## src/rtl/pipeline_stall_ctrl.sv

```systemverilog
`default_nettype none
// ============================================================================
// Module      : pipeline_stall_ctrl
// Description : MiniMIPS32 stall/flush controller with divider handshake FSM
//               and a saturating stall-cycle counter.
// Revision    : 1.0 - initial release
// ============================================================================
module pipeline_stall_ctrl #(
    parameter int CNT_W = 32
) (
    input  logic             cpu_clk_50M,
    input  logic             cpu_rst,
    input  logic             id_stallreq,
    input  logic             exe_stallreq,
    input  logic             exe_div_req,
    input  logic             div_ready,
    input  logic             mem_exc_req,
    input  logic [31:0]      mem_exc_vec,
    output logic [5:0]       stall,
    output logic             flush,
    output logic [31:0]      new_pc,
    output logic             div_start,
    output logic             div_cancel,
    output logic             div_result_sel,
    output logic [CNT_W-1:0] stall_cnt
);

    typedef enum logic [1:0] {
        IDLE  = 2'd0,
        START = 2'd1,
        BUSY  = 2'd2,
        DONE  = 2'd3
    } div_state_t;

    localparam logic [5:0] STALL_EXE = 6'b001111;
    localparam logic [5:0] STALL_ID  = 6'b000111;
    localparam logic [CNT_W-1:0] CNT_ONE = {{(CNT_W-1){1'b0}}, 1'b1};

    div_state_t       state_q, state_d;
    logic [CNT_W-1:0] cnt_q, cnt_d;
    logic             div_stall;
    logic             div_active;

    always_ff @(posedge cpu_clk_50M) begin
        if (cpu_rst) begin
            state_q <= IDLE;
            cnt_q   <= '0;
        end else begin
            state_q <= state_d;
            cnt_q   <= cnt_d;
        end
    end

    always_comb begin
        state_d        = state_q;
        div_active     = (state_q == START) || (state_q == BUSY);
        div_stall      = div_active || ((state_q == IDLE) && exe_div_req);
        flush          = mem_exc_req && !cpu_rst;
        new_pc         = flush ? mem_exc_vec : 32'd0;
        stall          = 6'b000000;
        div_start      = 1'b0;
        div_cancel     = 1'b0;
        div_result_sel = 1'b0;

        if (!cpu_rst) begin
            if (flush)
                stall = 6'b000000;
            else if (div_stall || exe_stallreq)
                stall = STALL_EXE;
            else if (id_stallreq)
                stall = STALL_ID;

            // An exception aborts an in-flight divide before it can start or finish.
            div_cancel     = flush && div_active;
            div_start      = (state_q == START) && !flush;
            div_result_sel = (state_q == DONE);
        end

        case (state_q)
            IDLE:  if (exe_div_req && !flush) state_d = START;
            START: state_d = flush ? IDLE : BUSY;
            BUSY: begin
                if (flush)
                    state_d = IDLE;
                else if (div_ready)
                    state_d = DONE;
            end
            DONE:  state_d = IDLE;
            default: state_d = IDLE;
        endcase

        cnt_d = cnt_q;
        if ((stall != 6'b000000) && (cnt_q != {CNT_W{1'b1}}))
            cnt_d = cnt_q + CNT_ONE;
    end

    assign stall_cnt = cnt_q;

endmodule
`default_nettype wire

```

## config.mk

```make
export PLATFORM = sky130hd
export DESIGN_NAME = pipeline_stall_ctrl
export DESIGN_NICKNAME = d
export VERILOG_FILES = /design/src/rtl/pipeline_stall_ctrl.sv
export SDC_FILE = /design/constraint.sdc
export NUM_CORES = 1
export LEC_CHECK = 0
export ABC_CLOCK_PERIOD_IN_PS = 2900
export CAP_MARGIN = 30
export CORE_MARGIN = 2
export CORE_UTILIZATION = 30
export CTS_CLUSTER_DIAMETER = 120
export DETAILED_ROUTE_END_ITERATION = 8
export PLACE_DENSITY = 0.68
export REMOVE_ABC_BUFFERS = 1
export SLEW_MARGIN = 5
export SYNTH_ARGS = -nofsm -noshare
export SYNTH_HDL_FRONTEND = slang
export SYNTH_SLANG_ARGS = --single-unit
```

## constraint.sdc

```tcl
create_clock -name cpu_clk_50M -period 2.9 [get_ports cpu_clk_50M]
set_input_delay 0.29 -clock cpu_clk_50M [delete_from_list [all_inputs] [get_ports cpu_clk_50M]]
set_output_delay 0.29 -clock cpu_clk_50M [all_outputs]
set_load 0.03 [all_outputs]
```

# Word level (Yosys, flattened, before mapping)
# Index checks and enable logic that the tools add are counted.
# classes
eq_ne	6
n_mux	13
n_addsub	1
reduce_logical	14
# op_table
op	count
adder 32 x 1 -> 32 bit (second input constant)	1
2-to-1 mux 32 bit	1
!= test 32 bit (second input constant)	1
2-to-1 mux 4 bit	3
2-to-1 mux 2 bit	4
case mux 2 bit (4 select lines)	1
logical AND 1 bit	6
nonzero test 6 bit	1
equality test 2 bit (second input constant)	2
logical OR 1 bit	3
2-to-1 mux 1 bit	3
2-to-1 mux 3 bit	1
!= test 3 bit (second input constant)	1
equality test 2 x 1 -> 1 bit (second input constant)	1
zero test 1 bit	2
zero test 2 bit	1
!= test 2 x 1 -> 1 bit (second input constant)	1
AND reduction 2 bit	1
# word_totals
wordCells	36
input_bits	39
register_bits	34
out_inout_bits	74

# Logic depth before layout (Yosys ltp)
# depth
word_depth	9
mapped_depth	8
mapped_depth_nobuf	8

# Worst setup path before layout
# No wires, ideal clock.
# synth_timing
path_kind	flip-flop to flip-flop
startpoint	register cnt_q[17] (netlist: stall_cnt[17])
endpoint	register cnt_q[28] (netlist: stall_cnt[28])
setup_slack_ps	634
required_time_ps	2777
synth_period_minus_slack_ps	2266
setup_ps	123
stages_incl_launch_ff	6
path_buffers	0
arrival_time_ps	2142
path_cell_list	dfxtp_1 > nand4_1 > or4_4 > nor4_2 > and2b_1 > mux2_1
# synth_between
elab_chain_len	2
elab_cells_between_ends	3
cone_classes	add/sub (1); eq/ne (1); reduce/logical (1)
# synth_lines
element	line	rtl
start, declared	40	logic [CNT_W-1:0] cnt_q, cnt_d;
start signal, assigned	50	cnt_q <= cnt_d;
branches (longest 2 deep; another with adder 32 x 1 -> 32 bit)	-	
# Several ways; the timed one is not identified.
# A chain may end at the register's enable or synchronous reset.

# Final worst setup path
# layout_timing
startpoint	register state_q[0]
endpoint	output port stall[2]
# layout_between
elab_chain_len	7
elab_cells_between_ends	10
cone_classes	eq/ne (2); mux (3); reduce/logical (5)
# layout_lines
element	line	rtl
start, declared	39	div_state_t state_q, state_d;
start signal, assigned	49	state_q <= state_d;
equality test 2 x 1 -> 1 bit (tied with other cells)	56	div_active = (state_q == START) || (state_q == BUSY);
logical OR 1 bit or logical AND 1 bit (tied branches)	56, 57	
logical OR 1 bit *	57	div_stall = div_active || ((state_q == IDLE) && exe_div_req);
logical OR 1 bit *	68	else if (div_stall || exe_stallreq)
2-to-1 mux 4 bit *	68	
2-to-1 mux 4 bit *	66	if (flush)
2-to-1 mux 4 bit *	65	if (!cpu_rst) begin
end, declared	19	output logic [5:0] stall,
# Mark *: on every way between the ends. The rest lies on a longest branch, timed or not.

==> flow_summary.yaml <==
clock_tree:
  cts_hold_buf: 0
  clock_sinks: 34
  cts_tree: "built"
  root_buffer: "clkbuf_8"
  h-tree-depth: 2
  clkLatencyLatePin_ps: 280
  clockBufferDepth: 2
  cts_resized: 0
  cts.clk_slew.worst_paths_ps: 70
  cts_setup_buffers: 0
  cts_buffers: 5
finish:
  layout_common_cells: "clkdlybuf4s50_1, buf_4, and2_1"
  syn2layout_area_growth_pct: 56.0
  diodes: 0
  regArea_um2: 681
  multi_input_area_um2: 1360
  final.fill_count: 672
  drive_above_1_share: 0.159
  nets: 414
  layout_commonest_cell: "clkdlybuf4s50_1"
  fin_util: 0.486
timing:
  drv_slew: 0
  timing.final.ws_setup_ps: 424
  final.period_utilization: 0.854
  finalHoldViolCount: 0
  rsz0062_at_grt: "false"
  worst_pin_slew_ps: 645
  clock.fmax_mhz: 404
  worst_slew_margin_rel: 0.567
  min_period_ps: 2480
  setup_viol: 0
  worst_clock_skew_ps: 3.45
  fin_tns_setup_ps: 0
floorplanning:
  core_um2: 6790
  fp-row-count: 30
  die_y_um: 88.0
  dieArea_um2: 7740
  initial_utilization: 0.311
  io_pins: 113
  die_w_um: 88.0
power:
  total_power_w: 0.00106
  power.density_nw_per_um2: 321
  ir_worst_vdd_v: 0.000211
  p_leak_nw: 1.24
placement:
  numPortBuffers: 110
  hpwl_mm: 5.13
  gp_congestion: 0.807
  place_ws_ps: 455
yosys:
  syn_inst: 259
  yosysTopAreaCell: "dfxtp_1"
  synth_cell_types: 40
  yosysSeqAreaShare: 0.322
  avgSynthCellArea_um2: 8.16
  synth.area.top_cells: "dfxtp_1, and2_1, a21oi_1"
  ys.flop_type: "dfxtp_1"
  synth_edf_count: 0
  async_reset_ff_frac: 0
  yosys.area.top_type_share: 0.322
  synth_area_um2: 2110
  ys_ff_latch: 34
  yosysWarnings: 0
grt:
  grt_usage: 0.164
  overflow: 0
  antenna_found_initial: 0
  grt_pass1_wl_mm: 10.1
  grt_max_degree: 36
  grt_pass1_vias: 2105
worst_setup_path:
  r2r-end: "stall_cnt[21]$_SDFFE_PP0P_"
  critPathArrivalTime_ps: 2190
  criticalPathCategory: "flip-flop to primary output"
  r2r_start: "state_q[0]$_SDFFE_PP0P_"
  crit_end: "stall[2]"
  cp_max_fo: 8
  reg2reg_setup_slack_ps: 570
  worstRegToRegCells: 8
  startpoint: "state_q[0]$_SDFFE_PP0P_"
  start_kind: "flip-flop"
  end_kind: "primary output"
  cp.required_ps: 2610
min_path:
  min-delay-path-class: "flip-flop to flip-flop"
routing:
  drc: 0
  vias: 2283
  ant_nets: 0
  drt_iter0_drc: 72
  via_per_inst: 4.90
  routedWlPerCell_um: 14.0
  drtPass1Iterations: 4
  routed_wl_mm: 6.51
run:
  cap_viol_max_count: 0
run_status:
  run_status: "finished clean"
## layout make-up
type | count | area share
clock buffer | 7 | 0.0262
clock inverter | 1 | 0.00152
inverter | 5 | 0.00569
multi-input combinational | 209 | 0.411
sequential | 34 | 0.206
tap | 96 | 0.0364
timing repair buffer | 114 | 0.313
## sequential cells by signal, indices dropped and copies added, names as in the netlist
name       flops
stall_cnt     32
state_q        2
## worst max-delay path, stage by stage (launching register included)
cell      delay (ps)
dfxtp_1          380
inv_1            100
ha_1             330
a2111o_1         440
nand2_1          240
inv_1            200
buf_4            210
## metrics by stage
| step | area, um^2 | hold slack, ps | std cells |
|---|---|---|---|
| finish | 3300 | 497 | 466 |
| global route | 3300 | 539 | 466 |
| CTS | 3300 | 501 | 466 |
| detailed placement | 3210 | 490 | 458 |
| global placement | 3210 | 489 | 458 |
| floorplan | 2050 | 359 | 248 |
## worst min path at each step
stage                                    start                          to  slack, ps  depth (start not counted)
floorplan                              cpu_rst  stall_cnt[10]$_SDFFE_PP0P_        360                          1
global placement    stall_cnt[31]$_SDFFE_PP0P_  stall_cnt[31]$_SDFFE_PP0P_        490                          2
detailed placement  stall_cnt[31]$_SDFFE_PP0P_  stall_cnt[31]$_SDFFE_PP0P_        490                          2
CTS                 stall_cnt[31]$_SDFFE_PP0P_  stall_cnt[31]$_SDFFE_PP0P_        500                          2
global route        stall_cnt[31]$_SDFFE_PP0P_  stall_cnt[31]$_SDFFE_PP0P_        540                          2
finish              stall_cnt[31]$_SDFFE_PP0P_  stall_cnt[31]$_SDFFE_PP0P_        500                          2
## kinds of logic (layout without fill, tap and decap cells)
logic type | after synthesis | in the layout | synth area share
simple gates | 135 | 135 | 0.391
compound gates | 50 | 50 | 0.139
xor+xnor | 10 | 10 | 0.0414
mux | 6 | 6 | 0.0302
other cells | 1 | 2 | 0.00177
fa+ha+maj | 6 | 6 | 0.0355
buf+inv | 17 | 127 | 0.0391
flops | 34 | 34 | 0.322
## cell usage after synthesis (4+ instances only)
library cell / instances
and2_1: 35
dfxtp_1: 34
a21oi_1: 21
nor2_1: 21
o21ai_0: 15
nand4_1: 14
or3_1: 13
nand3_1: 11
nand2_1: 9
clkbuf_1: 7
xnor2_1: 7
ha_1: 6
and4_1: 5
buf_4: 5
inv_1: 5
nor2b_1: 5
or4_1: 5
a211oi_1: 4
and3_1: 4
o31ai_1: 4
## power breakdown
part | internal [W] | leakage, nW | switching (W)
sequential | 0.000471 | 0.274 | 0.00000544
clock | 0.000192 | 0.0482 | 0.000170
combinational | 0.000104 | 0.918 | 0.000115
total | 0.000766 | 1.24 | 0.000291
## routing by layer
metal | routed length (um) | global-route usage | vias to the layer above | part of all wire
met1 | 2700 | 0.186 | 1033 | 0.41
met3 | 616 | 0.0509 | 4 | 0.095
met2 | 3160 | 0.300 | 89 | 0.49
met4 | 38 | 0.0378 | 0 | 0.0058
li1 | - | - | 1157 | -
met5 | 0 | 0 | - | 0
Note: power is estimated with default switching activity, not from simulation.
